--- config.mk ---
export PLATFORM = sky130hd
export DESIGN_NAME = exec_unit
export DESIGN_NICKNAME = d
export VERILOG_FILES = /design/src/rtl/cpu_pkg.sv /design/src/rtl/muldiv_iter.sv /design/src/rtl/exec_unit.sv
export SDC_FILE = /design/constraint.sdc
export NUM_CORES = 1
export LEC_CHECK = 0
export CAP_MARGIN = 20
export CORE_MARGIN = 8
export CORE_UTILIZATION = 50
export CTS_BUF_LIST = sky130_fd_sc_hd__clkbuf_4 sky130_fd_sc_hd__clkbuf_8
export DETAILED_ROUTE_END_ITERATION = 12
export GPL_ROUTABILITY_DRIVEN = 0
export PLACE_DENSITY_LB_ADDON = 0.3
export SLEW_MARGIN = 20
export SYNTH_ARGS = -nofsm -noshare
export SYNTH_HDL_FRONTEND = slang
export SYNTH_SLANG_ARGS = --single-unit
--- constraint.sdc ---
create_clock -name clk -period 2.89 [get_ports clk]
set_input_delay 0.4335 -clock clk [delete_from_list [all_inputs] [get_ports clk]]
set_output_delay 0.4335 -clock clk [all_outputs]
set_load 0.01 [all_outputs]
--- src/rtl/cpu_pkg.sv ---
// Shared definitions for the 8-bit CPU.
// Holds the opcode encodings used by both the controller and the execute
// stage, the execute-stage FSM state type, and the default datapath widths.
package cpu_pkg;

  localparam int CPU_WIDTH = 8;  // default operand/result width
  localparam int CPU_OPW   = 4;  // opcode width

  // Instruction opcodes. Only ADD/SUB/MUL/DIV are executed by exec_unit;
  // the rest are handled by the controller and are unsupported here.
  localparam logic [3:0] OP_SUB = 4'b0001;
  localparam logic [3:0] OP_ADD = 4'b0010;
  localparam logic [3:0] OP_LDA = 4'b0100;
  localparam logic [3:0] OP_LDB = 4'b0101;
  localparam logic [3:0] OP_JMP = 4'b0110;
  localparam logic [3:0] OP_DIV = 4'b1010;
  localparam logic [3:0] OP_MUL = 4'b1100;
  localparam logic [3:0] OP_HLT = 4'b1111;

  typedef enum logic [1:0] {
    ST_IDLE = 2'd0,
    ST_CALC = 2'd1,
    ST_DONE = 2'd2
  } exec_state_e;

endpackage

--- src/rtl/muldiv_iter.sv ---
// Iterative unsigned multiply / restoring divide core, one bit per step.
// Ports:
//   clk, reset      clock, asynchronous active-low reset
//   load            capture a (into the low half) and b; clears the high half
//   step            advance one bit using the selected mode
//   div_mode        1 = restoring divide, 0 = shift-add multiply (used on step)
//   a, b            operands, sampled on load
//   lo_nxt, hi_nxt  working register halves as they will be after this edge
//                   (MUL: product low/high; DIV: quotient/remainder)
module muldiv_iter
  import cpu_pkg::*;
#(
  parameter int WIDTH = CPU_WIDTH
) (
  input  logic             clk,
  input  logic             reset,
  input  logic             load,
  input  logic             step,
  input  logic             div_mode,
  input  logic [WIDTH-1:0] a,
  input  logic [WIDTH-1:0] b,
  output logic [WIDTH-1:0] lo_nxt,
  output logic [WIDTH-1:0] hi_nxt
);

  logic [2*WIDTH-1:0] work_q, work_d;
  logic [WIDTH-1:0]   b_q, b_d;
  logic [WIDTH:0]     sum;
  logic [WIDTH:0]     trial;

  always_comb begin
    // NOTE: every combinational output gets a default first so no path
    // leaves it unassigned and no latch is inferred.
    work_d = work_q;
    b_d    = b_q;

    // Multiply: add b into the high half when the current multiplier bit is
    // set, then shift the whole register right (carry enters at the top).
    sum = {1'b0, work_q[2*WIDTH-1:WIDTH]} + {1'b0, (work_q[0] ? b_q : '0)};

    // Divide: shift the next dividend bit into the partial remainder and
    // try subtracting b. The partial remainder is < 2b, so bit WIDTH of the
    // difference is set exactly when the subtraction went negative.
    trial = {work_q[2*WIDTH-1:WIDTH], work_q[WIDTH-1]} - {1'b0, b_q};

    if (load) begin
      work_d = {{WIDTH{1'b0}}, a};
      b_d    = b;
    end else if (step) begin
      if (div_mode) begin
        if (!trial[WIDTH]) work_d = {trial[WIDTH-1:0], work_q[WIDTH-2:0], 1'b1};
        else               work_d = {work_q[2*WIDTH-2:0], 1'b0};
      end else begin
        work_d = {sum, work_q[WIDTH-1:1]};
      end
    end

    lo_nxt = work_d[WIDTH-1:0];
    hi_nxt = work_d[2*WIDTH-1:WIDTH];
  end

  always_ff @(posedge clk or negedge reset) begin
    // NOTE: state is updated with non-blocking assignments so every flop
    // samples the pre-edge values regardless of statement order.
    if (!reset) begin
      work_q <= '0;
      b_q    <= '0;
    end else begin
      work_q <= work_d;
      b_q    <= b_d;
    end
  end

endmodule

--- src/rtl/exec_unit.sv ---
// Execute stage of the 8-bit CPU: ADD/SUB in one cycle, MUL/DIV iteratively.
// Ports:
//   clk, reset       clock, asynchronous active-low reset
//   start            request, accepted when not busy (op/a_in/b_in latched)
//   op, a_in, b_in   opcode and operands
//   busy             iterative operation in progress
//   done             one-cycle completion pulse
//   result           sum / difference / low product / quotient
//   remainder        DIV remainder, 0 for other operations
//   flag_z, flag_c   zero flag; carry/borrow/MUL overflow (0 for DIV)
//   err              divide-by-zero or unsupported opcode, valid with done
module exec_unit
  import cpu_pkg::*;
#(
  parameter int WIDTH = CPU_WIDTH,
  parameter int OPW   = CPU_OPW
) (
  input  logic             clk,
  input  logic             reset,
  input  logic             start,
  input  logic [OPW-1:0]   op,
  input  logic [WIDTH-1:0] a_in,
  input  logic [WIDTH-1:0] b_in,
  output logic             busy,
  output logic             done,
  output logic [WIDTH-1:0] result,
  output logic [WIDTH-1:0] remainder,
  output logic             flag_z,
  output logic             flag_c,
  output logic             err
);

  localparam int CNT_W = (WIDTH > 1) ? $clog2(WIDTH) : 1;

  exec_state_e      state_q, state_d;
  logic [CNT_W-1:0] cnt_q, cnt_d;
  logic             div_q, div_d;
  logic [WIDTH-1:0] result_q, result_d;
  logic [WIDTH-1:0] rem_q, rem_d;
  logic             z_q, z_d;
  logic             c_q, c_d;
  logic             err_q, err_d;

  logic             accept;
  logic             is_add, is_sub, is_mul, is_div, div_zero;
  logic [WIDTH:0]   add_w, sub_w;
  logic             core_load, core_step;
  logic [WIDTH-1:0] core_lo, core_hi;

  // Decode and core control are kept apart from the main next-state block
  // so the core's look-ahead outputs do not feed back into their own inputs.
  assign accept    = start && (state_q != ST_CALC);
  assign is_add    = (op == OPW'(OP_ADD));
  assign is_sub    = (op == OPW'(OP_SUB));
  assign is_mul    = (op == OPW'(OP_MUL));
  assign is_div    = (op == OPW'(OP_DIV));
  assign div_zero  = (b_in == '0);
  assign core_load = accept && (is_mul || (is_div && !div_zero));
  assign core_step = (state_q == ST_CALC);

  // Bit WIDTH of the subtraction is the borrow (a_in < b_in).
  assign add_w = {1'b0, a_in} + {1'b0, b_in};
  assign sub_w = {1'b0, a_in} - {1'b0, b_in};

  muldiv_iter #(.WIDTH(WIDTH)) u_core (
    .clk      (clk),
    .reset    (reset),
    .load     (core_load),
    .step     (core_step),
    .div_mode (div_q),
    .a        (a_in),
    .b        (b_in),
    .lo_nxt   (core_lo),
    .hi_nxt   (core_hi)
  );

  always_comb begin
    state_d  = state_q;
    cnt_d    = cnt_q;
    div_d    = div_q;
    result_d = result_q;
    rem_d    = rem_q;
    z_d      = z_q;
    c_d      = c_q;
    err_d    = err_q;

    if (state_q == ST_CALC) begin
      // New start requests are ignored here; just count down the bits.
      cnt_d = cnt_q - 1'b1;
      if (cnt_q == '0) begin
        // Capture the core's post-step value on the edge entering DONE.
        state_d  = ST_DONE;
        result_d = core_lo;
        z_d      = (core_lo == '0);
        err_d    = 1'b0;
        if (div_q) begin
          rem_d = core_hi;
          c_d   = 1'b0;
        end else begin
          rem_d = '0;
          c_d   = (core_hi != '0);
        end
      end
    end else begin
      if (state_q == ST_DONE) state_d = ST_IDLE;
      if (accept) begin
        state_d = ST_DONE;
        if (is_add) begin
          result_d = add_w[WIDTH-1:0];
          rem_d    = '0;
          z_d      = (add_w[WIDTH-1:0] == '0);
          c_d      = add_w[WIDTH];
          err_d    = 1'b0;
        end else if (is_sub) begin
          result_d = sub_w[WIDTH-1:0];
          rem_d    = '0;
          z_d      = (sub_w[WIDTH-1:0] == '0);
          c_d      = sub_w[WIDTH];
          err_d    = 1'b0;
        end else if (is_mul || (is_div && !div_zero)) begin
          state_d = ST_CALC;
          cnt_d   = CNT_W'(WIDTH - 1);
          div_d   = is_div;
        end else if (is_div) begin
          // Divide by zero: saturated quotient, dividend as remainder.
          result_d = '1;
          rem_d    = a_in;
          z_d      = 1'b0;
          c_d      = 1'b0;
          err_d    = 1'b1;
        end else begin
          // Unsupported opcode leaves the visible results untouched.
          err_d = 1'b1;
        end
      end
    end
  end

  always_ff @(posedge clk or negedge reset) begin
    if (!reset) begin
      state_q  <= ST_IDLE;
      cnt_q    <= '0;
      div_q    <= 1'b0;
      result_q <= '0;
      rem_q    <= '0;
      z_q      <= 1'b0;
      c_q      <= 1'b0;
      err_q    <= 1'b0;
    end else begin
      state_q  <= state_d;
      cnt_q    <= cnt_d;
      div_q    <= div_d;
      result_q <= result_d;
      rem_q    <= rem_d;
      z_q      <= z_d;
      c_q      <= c_d;
      err_q    <= err_d;
    end
  end

  assign busy      = (state_q == ST_CALC);
  assign done      = (state_q == ST_DONE);
  assign result    = result_q;
  assign remainder = rem_q;
  assign flag_z    = z_q;
  assign flag_c    = c_q;
  assign err       = err_q;

endmodule
---- After elaboration in Yosys (flattened, before gate mapping) ----
Cells that the tools add are included.
storage, ports and cells
  bits in registers ....................... 49
  logic and storage cells ................. 100
  input bits .............................. 23
  output and inout port bits .............. 21
cells by class
  bitwise logic cells ..................... 3
  reductions and logical operators ........ 20
  eq/ne operators ......................... 11
  multiplexer cells ....................... 51
  $add $sub $neg .......................... 5
operator list
  operator                                               number
  2-to-1 mux 8 bit                                       16
  2-to-1 mux 16 bit                                      4
  logical NOT 8 bit                                      4
  2-to-1 mux 1 bit                                       19
  adder 8 x 8 -> 9 bit                                   2
  2-to-1 mux 3 bit                                       5
  2-to-1 mux 2 bit                                       7
  subtractor 8 x 8 -> 9 bit                              1
  subtractor 9 x 8 -> 9 bit                              1
  equality test 4 bit, second input constant             2
  AND reduction 4 bit                                    2
  nonzero test 8 bit                                     1
  AND reduction 5 bit                                    1
  equality test 4 x 1 -> 1 bit, second input constant    1
  equality test 4 x 2 -> 1 bit, second input constant    1
  inequality test 2 x 1 -> 1 bit, second input constant  2
  inequality test 2 bit, second input constant           2
  inequality test 4 bit, second input constant           1
  nonzero test 2 bit                                     2
  nonzero test 4 bit                                     1
  logical AND 1 bit                                      3
  logical NOT 3 bit                                      1
  NOT 1 bit                                              3
  AND reduction 3 bit                                    1
  other kinds (7)                                        7

---- Depth between registers and ports, before layout ----
  word-level depth ........................ 10
  depth in mapped cells ................... 12

---- Cells and area by module ----
From an unflattened synthesis, not the netlist that was laid out.
second synthesis, totals
  cells, all modules ...................... 501
  area total of the unflattened synthesis .. 4151.5 sq um
by module, submodules not included
  module       area each (sq um)  instances  cells an instance  sequential area each (sq um)
  exec_unit    2182.1             1          267                625.6
  muldiv_iter  1969.4             1          234                600.6

---- Worst setup path after synthesis ----
No wires, ideal clock.
  path type ............................... register -> register
  start ................................... register u_core.work_q[7]
  end ..................................... register c_q, in the netlist flag_c
  arrival ................................. 2631 ps
  setup time .............................. 133 ps
  clock period less this slack ............ 2764 ps
  path slack .............................. 126 ps
  required time ........................... 2757 ps
  cell stages (with the launch flop) ...... 13
  cell sequence ........................... dfrtp_1 inv_1 ha_1 inv_1 fa_1 a21oi_2 o211ai_2 a21oi_4 xnor2_2 or3_1 o311a_1 nor4_1 a31oi_1
on the way
  cells in the longest elaborated chain, start to end .. 9
RTL lines
  item                       line               source
  start: declaration         muldiv_iter.sv:26  logic [2*WIDTH-1:0] work_q, work_d;
  start signal: assignment   muldiv_iter.sv:69  work_q <= work_d;
  subtractor 9 x 8 -> 9 bit  muldiv_iter.sv:44  trial = {work_q[2*WIDTH-1:WIDTH], work_q[WIDTH-1]} - {1'b0, b_q};
  2-to-1 mux 16 bit          muldiv_iter.sv:51  if (!trial[WIDTH]) work_d = {trial[WIDTH-1:0], work_q[WIDTH-2:0], 1'b1};
  2-to-1 mux 16 bit          muldiv_iter.sv:50  if (div_mode) begin
  2-to-1 mux 16 bit          muldiv_iter.sv:49  end else if (step) begin
  2-to-1 mux 16 bit          muldiv_iter.sv:46  if (load) begin
  named net core_hi[3]       exec_unit.sv:48    logic [WIDTH-1:0] core_lo, core_hi;
  nonzero test 8 bit         exec_unit.sv:101   c_d = (core_hi != '0);
  2-to-1 mux 1 bit           exec_unit.sv:96    if (div_q) begin
  2-to-1 mux 1 bit           exec_unit.sv:90    if (cnt_q == '0) begin
  2-to-1 mux 1 bit           exec_unit.sv:87    if (state_q == ST_CALC) begin
  end signal: assignment     exec_unit.sv:147   c_q <= 1'b0;
  end signal: assignment     exec_unit.sv:156   c_q <= c_d;
  end: declaration           exec_unit.sv:41    logic c_q, c_d;
The timed path passes the listed nets, and every way through them passes these cells. The select of a mux whose other input is x is not followed.
A chain may end at the register's enable or synchronous reset.

---- Worst setup path in the final report ----
  start ................................... register u_core.work_q[7]
  end ..................................... register c_q, in the netlist flag_c
on the way
  cells in the longest elaborated chain, start to end .. 9
RTL lines
  item                       line
  subtractor 9 x 8 -> 9 bit  muldiv_iter.sv:44
  2-to-1 mux 16 bit (*)      muldiv_iter.sv:51
  2-to-1 mux 16 bit (*)      muldiv_iter.sv:50
  2-to-1 mux 16 bit (*)      muldiv_iter.sv:49
  2-to-1 mux 16 bit (*)      muldiv_iter.sv:46
  nonzero test 8 bit (*)     exec_unit.sv:101
  2-to-1 mux 1 bit (*)       exec_unit.sv:96
  2-to-1 mux 1 bit (*)       exec_unit.sv:90
  2-to-1 mux 1 bit (*)       exec_unit.sv:87
Mark *: on every way between the ends. The rest lies on a longest branch, timed or not. The select of a mux whose other input is x is not followed.

==> results.cfg <==
[floorplanning]
die_w_um = 108
design.die.area_um2 = 11700
die_h_um = 108
io_pins = 44
core-area_um2 = 8220
rows = 33
start_util_pct = 51.6

[worst_setup_path]
crit_required_ns = 3.07
startpoint_type = flop
rr_worst_depth = 12
critical_path_arrival_ns = 3.11
crit_path_end_kind = flop
timing_worst_setup_path_type = reg -> reg
critical_path.max_fanout = 4

[sta]
rsz0062_at_grt = yes
hold_viol_final = 0
timing.fmax_mhz = 342
period_needed_ns = 2.92
setup_viol = 1
worst_pin_slew_ns = 0.751
layout_setup_ws_ns = -0.0330
fin_crit_sh_pct = 101
fin_skew_ns = 0.0189
max-slew-margin-rel_pct = 49.7
slew_viol_final = 0

[final_layout]
final_common_cell = buf_4
stdcell_area_um2 = 5540
fill_cells = 661
antennaDiodeCount = 0
area_growth_pct = 30.7
drive_gt1_share_pct = 23.5
layout.nets = 658
layout_common_cells = 76 x buf_4, 48 x dfrtp_1, 42 x nand2_1, 42 x clkdlybuf4s50_1, 39 x o21ai_0
postLayoutCoreUtil_pct = 67.4

[synth]
synth-edff-count = 0
synth_area_leaders = dfrtp_1 29%, ha_1 11%, o21ai_0 4.7%
synthArstFlopShare_pct = 100
synth_area_per_cell_um2 = 8.72
yosysWarnings = 0
ys_seq_elements = 49
synth_top_area_share_pct = 28.9
synthesis.nets = 549
yosys.area.top_type = dfrtp_1
syn-cell-area_um2 = 4240
synth_cell_type_count = 73
syn_inst = 486
ys_seq_area_share_pct = 28.9
synth_flop_cell = dfrtp_1

[clock_tree]
clk_pin_slew_ns = 0.12
cts_max_path_buffers = 2
cts_tree = built
htreeDepth = 2
root_buffer = clkbuf_8
cts_inserted_buffers = 5
cts_hold_buf = 0
insertion_delay_ns = 0.32
cts.sinks = 49

[outcome]
violations = negative setup slack
status = finished with violations

[global_route]
grt_pass1_wl_um = 20400
grt_max_degree = 50
antenna_found_initial = 0
overflow = 0
grtUsageTotal_pct = 21.8
grt_pass1_vias = 4169

[drt]
drt-total-wl_um = 13000
post_drt_wl_per_cell_um = 18.5
ant_nets = 0
firstDrtPassIters = 4
detail_route.iter0.violations = 256
vias = 4162
drc = 0
viasPerCell = 5.94

[power_and_ir_drop]
cellLeakagePower_nw = 2.51
peakVddDrop_mv = 0.350
power_density_nw_per_um2 = 800

[place]
dp_hpwl_um = 10100
preCtsSetupSlack_ns = -0.182
placed_area_um2 = 5230
port_buffers = 43

[job]
maxCapViolCount = 0

[min_path]
hold_class = in -> async
[flip-flops by register name, summed over array words and instances (netlist names)]
name,flops
err,1
flag_z,1
result,8
remainder,8
u_core.b_q,8
state_q,2
u_core.work_q,16
flag_c,1
cnt_q,3
div_q,1
[synth_stat cells, types with 3 or more instances]
master and n:
a21o_1 5, ha_1 36, a221o_1 5, o22ai_1 7
dfrtp_1 49, a22oi_1 6, nor2b_1 6, nand3b_1 5
a211oi_1 6, buf_6 3, nor4_1 5, o31ai_1 6
a21oi_1 25, nand3_1 3, o21ai_0 40, clkbuf_1 13
xnor2_1 10, nor3_1 10, or3_1 3, and2b_1 3
nor3b_1 3, nand2_1 43, fa_1 4, o211ai_1 4
and2_1 10, mux2i_1 9, o21a_1 12, mux2_2 12
xor2_1 6, nand2b_1 7, o21ai_1 6, inv_1 36
nor2_1 35, a31oi_1 3
[area by class of cell]
class                   count  area, µm²  share of cell area, %
clock buffers               5       68.8                   1.24
multi-input cells         381       2910                   52.5
flip-flops and latches     49       1230                   22.2
repair buffers            121       1030                   18.7
well taps                 105        131                   2.37
clock inverters             3       28.8                  0.520
inverters                  37        139                   2.51
[through the flow]
stage          TNS, ns  instances  power (mW)  hold WS [ns]
2_1_floorplan        0        486        2.62         0.138
3_3_place_gp     -1.03        685        3.50         0.462
3_5_place_dp     -1.55        685        3.58         0.466
4_1_cts              0        694        4.07         0.342
5_1_grt         -0.615        701        4.71         0.175
6_report       -0.0330        701        4.43         0.123
[kinds of logic after synthesis]
| family | after synthesis | synth area share [%] |
|---|---|---|
| flops | 49 | 28.9 |
| simple gates | 151 | 19.3 |
| compound gates | 152 | 24.6 |
| xor+xnor | 17 | 3.69 |
| mux | 21 | 5.31 |
| buf+inv | 56 | 5.67 |
| fa+ha+maj | 40 | 12.5 |
[routing by layer]
| metal | track usage [%] | up-vias | share of wire (%) | wire, µm |
|---|---|---|---|---|
| met3 | 2.97 | 35 | 4.2 | 541 |
| met4 | 9.02 | 0 | 3.2 | 419 |
| met1 | 26.1 | 2005 | 42 | 5470 |
| met2 | 38.3 | 143 | 50 | 6540 |
| li1 | - | 1979 | - | - |
| met5 | 0 | - | 0 | 0 |
[final timing paths]
kind | slack [ns] | startpoint | end
worst max-delay path | -0.03 | u_core.work_q[7] | flag_c
worst min-delay path | 0.12 | reset | remainder[6]
worst max register to register | -0.03 | u_core.work_q[7] | flag_c
worst min register to register | 0.48 | cnt_q[0] | cnt_q[0]
max in group asynchronous | 2.31 | reset | err
min in group clk | 0.48 | cnt_q[0] | cnt_q[0]
[report_power, final]
group          switching, mW  internal, mW  total (mW)
combinational           1.40          1.43        2.83
clock                  0.274         0.182       0.456
sequential             0.241         0.901        1.14
[timing repair]
action,4_1_cts,5_1_grt
pin swaps,5,22
setup endpoints to repair,3,9
buffers inserted,2,7
resized for setup,5,26
gates cloned,0,0
[worst max-delay path: stages, from the launching register on]
cell and delay (ns):
dfrtp_1 0.40, inv_2 0.08, ha_4 0.13, inv_2 0.04, fa_2 0.36, a21oi_2 0.18, o211ai_2 0.15, a21oi_4 0.32
xnor2_4 0.14, or3_1 0.39, a41o_1 0.26, nor4_2 0.24, a31oi_1 0.10
Note: power is estimated with default switching activity, not from simulation.
==> RTL change, RTL diff (same flow settings) <==
Register the outputs `busy` and `done`; this adds one clock of latency there. The other outputs are not delayed to match. Comments in the files are not updated.
--- a/src/rtl/exec_unit.sv
+++ b/src/rtl/exec_unit.sv
@@ -160,4 +160,6 @@
 
-  assign busy      = (state_q == ST_CALC);
-  assign done      = (state_q == ST_DONE);
+  always_ff @(posedge clk) begin
+    busy <= (state_q == ST_CALC);
+    done <= (state_q == ST_DONE);
+  end
   assign result    = result_q;
Function: changed (Yosys sat finds a counterexample within 4 cycles, from zero or initial values and one cycle with reset low).
==> RTL change against the original RTL <==
The flow still finishes with violations (setup timing). Synthesized area is 3.2% lower. Power is 7.9% higher. Sequential cell count is 2 higher. Highest routed layer unchanged. Wire length is 2.6% higher. Hold slack better by 0.077 ns. Final area is 0.50% higher. Combinational power is 9.5% higher. Worst setup slack hardly changed.
==> RTL change: results (changes against the original RTL) <==
<table>
<tr><th>Metric</th><th>Value</th></tr>
<tr><th colspan="2">Detailed routing</th></tr>
<tr><td>Drt total wl</td><td>13310 um (+2.6%)</td></tr>
<tr><td>Number of DRC markers in iteration 0</td><td>317 (+24%)</td></tr>
<tr><td>First-pass iteration count of the detailed router</td><td>8 (+4)</td></tr>
<tr><td>Avg Vias per Cell</td><td>5.973 (+0.61%)</td></tr>
<tr><th colspan="2">Timing</th></tr>
<tr><td>Sum Neg Setup Slack</td><td>-0.06183 ns (-0.02880 ns)</td></tr>
<tr><td>Fin Clk Skew</td><td>0.01917 ns (+0.0003076 ns)</td></tr>
<tr><td># setup viols final</td><td>2 (+1)</td></tr>
<tr><td>Setup WS post-layout</td><td>-0.03253 ns (+0.0004896 ns)</td></tr>
<tr><th colspan="2">Run status</th></tr>
<tr><td>Failing checks</td><td>setup timing</td></tr>
<tr><td>Status</td><td>finished, violations left</td></tr>
<tr><th colspan="2">Final layout</th></tr>
<tr><td>Net count reported at finish</td><td>667 (+1.4%)</td></tr>
<tr><td>Layout cells sized above 1</td><td>25.86% (+2.4 points)</td></tr>
<tr><th colspan="2">Synthesis</th></tr>
<tr><td>Unique cell type count in the Yosys netlist</td><td>65 (-11%)</td></tr>
<tr><td>Ranking of synthesized cells by area</td><td>sky130_fd_sc_hd__dfrtp_1, sky130_fd_sc_hd__ha_1, sky130_fd_sc_hd__a21oi_1, sky130_fd_sc_hd__o21ai_0, sky130_fd_sc_hd__nor2_1</td></tr>
<tr><td>Sequential element share of the synthesized area</td><td>30.87% (+1.9 points)</td></tr>
<tr><td>Net count of the mapped netlist</td><td>546 (-0.55%)</td></tr>
<tr><td>Top cells by count, synth</td><td>sky130_fd_sc_hd__a21oi_1, sky130_fd_sc_hd__dfrtp_1, sky130_fd_sc_hd__nor2_1</td></tr>
<tr><th colspan="2">Critical path</th></tr>
<tr><td>Depth of the most critical reg-to-reg path</td><td>14 (+2)</td></tr>
<tr><th colspan="2">Placement</th></tr>
<tr><td>Post-Place Worst Slack</td><td>-0.4138 ns (-0.2313 ns)</td></tr>
<tr><td>Final HPWL from detailed placement</td><td>10120 um (+0.16%)</td></tr>
<tr><th colspan="2">GRT</th></tr>
<tr><td>Global-route wire length before repair</td><td>21390 um (+4.8%)</td></tr>
<tr><td>Via count of the first global-routing pass</td><td>4467 (+7.1%)</td></tr>
<tr><td>Global Route Usage Sum</td><td>23.19% (+1.4 points)</td></tr>
<tr><td>Initial antenna violation count</td><td>0 (unchanged)</td></tr>
<tr><th colspan="2">Worst hold path</th></tr>
<tr><td>Min-delay worst type</td><td>input port to async pin</td></tr>
<tr><th colspan="2">Power</th></tr>
<tr><td>Power dissipated by switching net loads</td><td>2.071 mW (+8.0%)</td></tr>
<tr><td>Leakage dissipation</td><td>2.464 nW (-1.8%)</td></tr>
<tr><th colspan="2">Clock network</th></tr>
<tr><td>Worst-path clk slew</td><td>0.10 ns (-0.02 ns)</td></tr>
</table>
## RTL change: logic make-up (layout without fill, tap and decap cells)
kind of cell | Yosys count | count (layout) | share of synthesized area, %
AOI/OAI and AO/OA | 161 | 161 | 25.11
adders and majority gates | 38 | 38 | 12.32
buffers and inverters | 53 | 175 | 5.064
xor gates and xnor gates | 22 | 22 | 4.698
and+or+nand+nor | 142 | 142 | 17.39
DFF | 51 | 51 | 30.87
muxes | 18 | 18 | 4.545
## RTL change: power by group through the flow
stage,Combinational (mW),Sequential (mW),Clock (mW)
finish,3.10,1.17,0.508
floorplan,1.64,1.17,0
global placement,2.56,1.16,0
CTS,2.93,1.16,0.511
detailed placement,2.66,1.17,0
global route,3.31,1.20,0.543
## RTL change: cell type report
type	count	area, um2
clock buffers	6	76.32
clock inverters	2	37.54
repair buffers	135	1127
multi-input cells	381	2808
fillers	673	2526
inverters	32	120.1
flip-flops and latches	51	1266
well taps	105	131.4
## RTL change: metal layers
| metal | wire length [um] | global-route usage (%) | share of wire [%] | up-vias |
|---|---|---|---|---|
| met5 | 0 | 0 | 0 | - |
| met4 | 502 | 12.16 | 3.8 | 0 |
| met3 | 904 | 3.419 | 6.8 | 45 |
| met2 | 6642 | 40.19 | 50 | 200 |
| met1 | 5259 | 27.21 | 40 | 2009 |
| li1 | - | - | - | 1999 |
## RTL change: metrics by stage
step,instance area (um2),std cells,utilization (%)
detailed placement,5236,697,64.70
finish,5567,712,68.78
CTS,5505,715,68.03
global route,5567,712,68.78
global placement,5236,697,64.70
floorplan,4116,485,-
## RTL change: timing repair
item,in CTS,in global routing
pin swaps,14,15
setup buffers,10,0
setup endpoints to repair,11,13
gates resized for setup,22,21
